## config.mk

```make
export PLATFORM = sky130hd
export DESIGN_NAME = instruction_fetch
export DESIGN_NICKNAME = d
export VERILOG_FILES = /design/src/rtl/processor_pkg.sv /design/src/rtl/program_counter.sv /design/src/rtl/instruction_fetch.sv
export SDC_FILE = /design/constraint.sdc
export NUM_CORES = 1
export LEC_CHECK = 0
export BUFFER_PORTS_ARGS = -buffer_cell sky130_fd_sc_hd__buf_2
export CORE_ASPECT_RATIO = 0.5
export CORE_MARGIN = 2
export CORE_UTILIZATION = 47
export DETAILED_ROUTE_END_ITERATION = 12
export PLACE_DENSITY = 0.81
export SLEW_MARGIN = 20
export SYNTH_ARGS = -nofsm -noshare
export SYNTH_HDL_FRONTEND = slang
export SYNTH_SLANG_ARGS = --single-unit
```

## constraint.sdc

```tcl
create_clock -name clock -period 3.4 [get_ports clock]
set_clock_uncertainty 0.15 [all_clocks]
set_input_delay 0.34 -clock clock [delete_from_list [all_inputs] [get_ports clock]]
set_output_delay 0.34 -clock clock [all_outputs]
set_load 0.01 [all_outputs]
```

## src/rtl/processor_pkg.sv

```systemverilog
// rtl/processor_pkg.sv - shared fetch-stage types, widths and opcode helper
package processor_pkg;
    localparam int INSTR_WIDTH = 32;
    localparam int ADDR_WIDTH  = 32;
    localparam int OPCODE_MSB  = 31;
    localparam int OPCODE_LSB  = 27;

    typedef enum logic [1:0] {
        WARMUP,
        FETCH,
        HALTED
    } fetch_state_t;

    function automatic logic [OPCODE_MSB-OPCODE_LSB:0] opcode_of(input logic [INSTR_WIDTH-1:0] instr);
        return instr[OPCODE_MSB:OPCODE_LSB];
    endfunction
endpackage

```

## src/rtl/program_counter.sv

```systemverilog
// rtl/program_counter.sv - PC register with load-target, increment and hold
module program_counter
    import processor_pkg::*;
#(
    parameter logic [ADDR_WIDTH-1:0] RESET_PC = '0
) (
    input  logic                  clk_i,
    input  logic                  rst_i,
    input  logic                  load_i,
    input  logic [ADDR_WIDTH-1:0] target_i,
    input  logic                  inc_i,
    output logic [ADDR_WIDTH-1:0] pc_o
);
    logic [ADDR_WIDTH-1:0] pc_q;
    logic [ADDR_WIDTH-1:0] pc_d;

    // Load outranks increment so a redirect always lands on the target.
    always_comb begin
        pc_d = pc_q;
        if (load_i) begin
            pc_d = target_i;
        end else if (inc_i) begin
            pc_d = pc_q + ADDR_WIDTH'(1);
        end
    end

    always_ff @(posedge clk_i or posedge rst_i) begin
        if (rst_i) begin
            pc_q <= RESET_PC;
        end else begin
            pc_q <= pc_d;
        end
    end

    assign pc_o = pc_q;
endmodule

```

## src/rtl/instruction_fetch.sv

```systemverilog
// rtl/instruction_fetch.sv - fetch stage: PC, instruction register, stall/branch/halt/fault
module instruction_fetch
    import processor_pkg::*;
#(
    parameter logic [ADDR_WIDTH-1:0] RESET_PC  = '0,
    parameter int unsigned           MEM_DEPTH = 41
) (
    input  logic                   clock,
    input  logic                   reset,
    output logic [ADDR_WIDTH-1:0]  instruction_address,
    input  logic [INSTR_WIDTH-1:0] instruction_data,
    input  logic                   stall,
    input  logic                   branch_taken,
    input  logic [ADDR_WIDTH-1:0]  branch_target,
    input  logic                   halt,
    output logic [INSTR_WIDTH-1:0] instruction_register,
    output logic [ADDR_WIDTH-1:0]  instruction_pc,
    output logic                   instruction_valid,
    output logic                   halted,
    output logic                   fetch_fault
);
    fetch_state_t           state_q;
    logic [INSTR_WIDTH-1:0] ir_q;
    logic [ADDR_WIDTH-1:0]  ipc_q;
    logic                   valid_q;
    logic                   halted_q;
    logic                   fault_q;
    logic [ADDR_WIDTH-1:0]  pc;
    logic                   in_fetch;
    logic                   in_range;
    logic                   pc_load;
    logic                   pc_inc;

    assign in_fetch = (state_q == FETCH);
    assign in_range = (pc < ADDR_WIDTH'(MEM_DEPTH));
    assign pc_load  = in_fetch && !halt && branch_taken;
    assign pc_inc   = in_fetch && !halt && !branch_taken && !stall && in_range;

    program_counter #(
        .RESET_PC (RESET_PC)
    ) u_program_counter (
        .clk_i    (clock),
        .rst_i    (reset),
        .load_i   (pc_load),
        .target_i (branch_target),
        .inc_i    (pc_inc),
        .pc_o     (pc)
    );

    // Priority inside FETCH is halt > branch > stall > sequential fetch/fault.
    always_ff @(posedge clock or posedge reset) begin
        if (reset) begin
            state_q  <= WARMUP;
            ir_q     <= '0;
            ipc_q    <= '0;
            valid_q  <= 1'b0;
            halted_q <= 1'b0;
            fault_q  <= 1'b0;
        end else begin
            case (state_q)
                WARMUP: state_q <= FETCH;
                FETCH: begin
                    if (halt) begin
                        state_q  <= HALTED;
                        halted_q <= 1'b1;
                        valid_q  <= 1'b0;
                    end else if (branch_taken) begin
                        valid_q <= 1'b0;
                    end else if (stall) begin
                    end else if (in_range) begin
                        ir_q    <= instruction_data;
                        ipc_q   <= pc;
                        valid_q <= 1'b1;
                    end else begin
                        state_q  <= HALTED;
                        halted_q <= 1'b1;
                        fault_q  <= 1'b1;
                        valid_q  <= 1'b0;
                    end
                end
                HALTED: begin
                end
                default: begin
                    state_q  <= HALTED;
                    halted_q <= 1'b1;
                    valid_q  <= 1'b0;
                end
            endcase
        end
    end

    assign instruction_address  = pc;
    assign instruction_register = ir_q;
    assign instruction_pc       = ipc_q;
    assign instruction_valid    = valid_q;
    assign halted               = halted_q;
    assign fetch_fault          = fault_q;
endmodule
```

==> qor.txt <==
CTS tree -> yes
Post-synth ARST share -> 100%
Hold depth -> 3
Clock Sinks -> 101
Vias in the first global route -> 2708
Post-synth EDFFs -> 0
Multi-input gate area -> 1260 um2
Slew Limit Fails -> 0
GR Overflow Total -> 0
Antenna cells -> 0
Synth warn -> 0
Max rail drop VDD -> 0.000254 V
Mapped cell area -> 3890 um2
Post-route cell area -> 5160 um2
Setup slack, reg-to-reg -> 1.04 ns
Num rows -> 23
Routed wire length -> 8.57 mm
Rel. slew slack -> 63.4%
Io pins -> 168
Critical-path cell list -> nor4_1 > o2111ai_1 > nor3_4 > buf_12 > mux2_2
Crit path launch -> u_program_counter.pc_o[21]$_DFFE_PP0P_
CTS root buffer -> clkbuf_16
Crit Path Category -> reg2reg
Skew-Pair Late Insertion Delay -> 0.34 ns
Die span in x -> 133 um
Cts repair resizes -> 0
Final period utilization -> 69.5%
Worst path max stage delay -> 0.43 ns
Crit-path slowest cell -> nor4_1
Post-Syn Instances -> 314
CP delay by family, top -> simple AND/OR/NAND/NOR gates
Worst Path Required -> 3.47 ns
Netlist cell types -> 34
Post-DP HPWL -> 5.91 mm
Hold path endpoint -> u_program_counter.pc_o[29]$_DFFE_PP0P_
Hold crit path type -> in2reg
Final routed DRC violation total -> 0
Starting Density -> 48.5%
Initial antenna violation count -> 0
Drt pass-1 iters -> 4
Unrepaired setup endpoints after global routing -> false
Power Density -> 549 nW/um2
Maxcap violations -> 0
Max Fanout on Critical Path -> 70
Number of port buffers -> 167
Filler Cell Count -> 617
Share of cells above drive strength 1 -> 45.5%
Core area -> 8030 um2
Total CTS buffers -> 9
Outcome -> completed
Min Tclk post-route -> 2.36 ns
DR WL/cell -> 14.3 um
Vias -> 2906
Syn_area_per_cell -> 12.4 um2
Top-area cell type share of the netlist area -> 64.9%
Hold path start -> branch_target[29]
Syn-to-layout area delta -> 32.5%
Worst-Margin Slew -> 0.549 ns
Total GRT Usage -> 19.2%
M3 GR Usage -> 5.63%
Critical Path End Type -> register
Reg-to-reg startpoint -> u_program_counter.pc_o[21]$_DFFE_PP0P_
Mapped Nets -> 385
Worst path bufs/invs -> 1
Final setup violation count -> 0
M2 GR Usage -> 32.5%
Final antenna-violating net count -> 0
CTS clk-pin slew, worst paths -> 0.07 ns
Largest area contributor in the netlist -> dfrtp_1
Die height -> 68.4 um
Nets -> 554
H-tree levels -> 3
FF-to-FF path depth -> 5
Largest net degree at the start of global routing -> 102
CP startpoint kind -> register
Hold Fails Final Rpt -> 0
Leak -> 3.04 nW
Yosys reg bits -> 101
Setup TNS -> 0 ns
Placer Congestion -> 0.796
Vias per cell -> 4.84
RR Endpoint -> instruction_register[15]$_DFFE_PP0P_
GR peak layer -> met2
Global-route wire length before repair -> 13.4 mm
Met1 global-route usage -> 23.6%
FMAX -> 0.423 GHz
Clk buf depth -> 2
Worst EP arrival -> 2.44 ns
Register area -> 2530 um2
Number of buffers added for setup after CTS -> 0
Full die area -> 9080 um2
Most used DFF post-synth -> dfrtp_1
DRT iter0 DRCs -> 184
Seq/Total Area, Yosys -> 64.9%
Synth top area cells -> dfrtp_1 65%, mux2_2 8.7%, nand2_1 7.8%
Placed inst area -> 4840 um2
==> how the worst max path moves through the flow <==
stage | end | slack (ns) | depth (start not counted)
CTS | instruction_register[26]$_DFFE_PP0P_ | 1.00 | 5
detailed placement | instruction_register[26]$_DFFE_PP0P_ | 1.02 | 5
floorplan | fetch_fault$_DFFE_PP0P_ | 0.26 | 1
global route | halted$_DFFE_PP0P_ | 0.86 | 5
global placement | instruction_register[1]$_DFFE_PP0P_ | 1.07 | 5
finish | instruction_register[15]$_DFFE_PP0P_ | 1.04 | 5
==> state kept, by name, indices dropped and copies added, names as in the netlist <==
register and count:
fetch_fault 1, halted 1, instruction_pc 32, instruction_register 32, instruction_valid 1, state_q 2, u_program_counter.pc_o 32
==> report_power, final <==
group          switching, mW  internal [mW]
Clock                  0.426          0.645
Sequential            0.0983           1.30
Combinational          0.201          0.167
Total                  0.725           2.11
==> cells in the mapped netlist, types with 2 or more instances <==
cell and n:
ha_1 2, mux2_1 9, clkbuf_1 6, mux2_2 30, a211o_1 2, and3_1 4
buf_2 2, nor2b_1 28, nand4_1 2, inv_1 3, nor4_1 6, buf_6 4
dfrtp_1 101, nor2_1 9, a41o_1 2, a211oi_1 4, buf_4 2, nor3_1 2
nand2_1 81
==> layout by cell type, fill, tap and decap left out, types with 2 or more instances in the layout <==
cell / count
a211o_1: 2
a211oi_1: 4
a41o_1: 2
and3_1: 4
buf_12: 2
buf_2: 167
buf_4: 2
bufinv_16: 2
clkbuf_16: 9
clkinv_2: 2
dfrtp_1: 101
ha_1: 2
inv_1: 2
mux2_1: 9
mux2_2: 30
nand2_1: 81
nand4_1: 2
nor2_1: 9
nor2b_1: 28
nor3_1: 2
nor4_1: 6
==> what timing repair did <==
item                                    CTS  global route
endpoints found under the setup margin    0             0
hold buffers                              1             0
hold endpoints to repair                  3             0
==> final cells by class <==
class | count | area share, %
flip-flops and latches | 101 | 49.0
multi-input cells | 196 | 24.5
repair buffers | 172 | 17.5
clock buffers | 10 | 4.44
well taps | 112 | 2.72
clock inverters | 6 | 1.67
inverters | 3 | 0.267
==> kinds of logic (layout without fill, tap and decap cells) <==
group	after synthesis	in the layout	share of synthesized area [%]
AOI/OAI and AO/OA	17	17	3.57
adders and majority gates	2	2	0.642
buffers and inverters	17	191	2.67
DFF	101	101	64.9
muxes	39	39	11.3
and+or+nand+nor	138	138	17.0
==> per-stage QoR <==
stage / util (%) / total power, mW / std cells / hold slack (ns) / setup slack (ns)
finish: 64.3 / 2.84 / 600 / 0.0362 / 1.04
global route: 64.3 / 2.97 / 600 / 0.0290 / 0.857
CTS: 64.3 / 2.86 / 600 / 0.0225 / 1.00
detailed placement: 60.2 / 1.79 / 583 / 0.308 / 1.02
global placement: 60.2 / 1.77 / 583 / 0.299 / 1.07
floorplan: - / 1.58 / 314 / 0.284 / 0.263
==> worst register-to-register path, cell delays in order, from the launching register on <==
cell and delay [ns]:
dfrtp_1 0.41, nor4_1 0.43, o2111ai_1 0.30, nor3_4 0.22, buf_12 0.34, mux2_2 0.41
==> routing by layer <==
metal  vias up  part of all wire [%]
li1       1389                     -
met1      1400                    42
met2        93                    50
met3        24                   5.5
met4         0                   2.8
met5         -                     0
(Power assumes the default switching activity.)
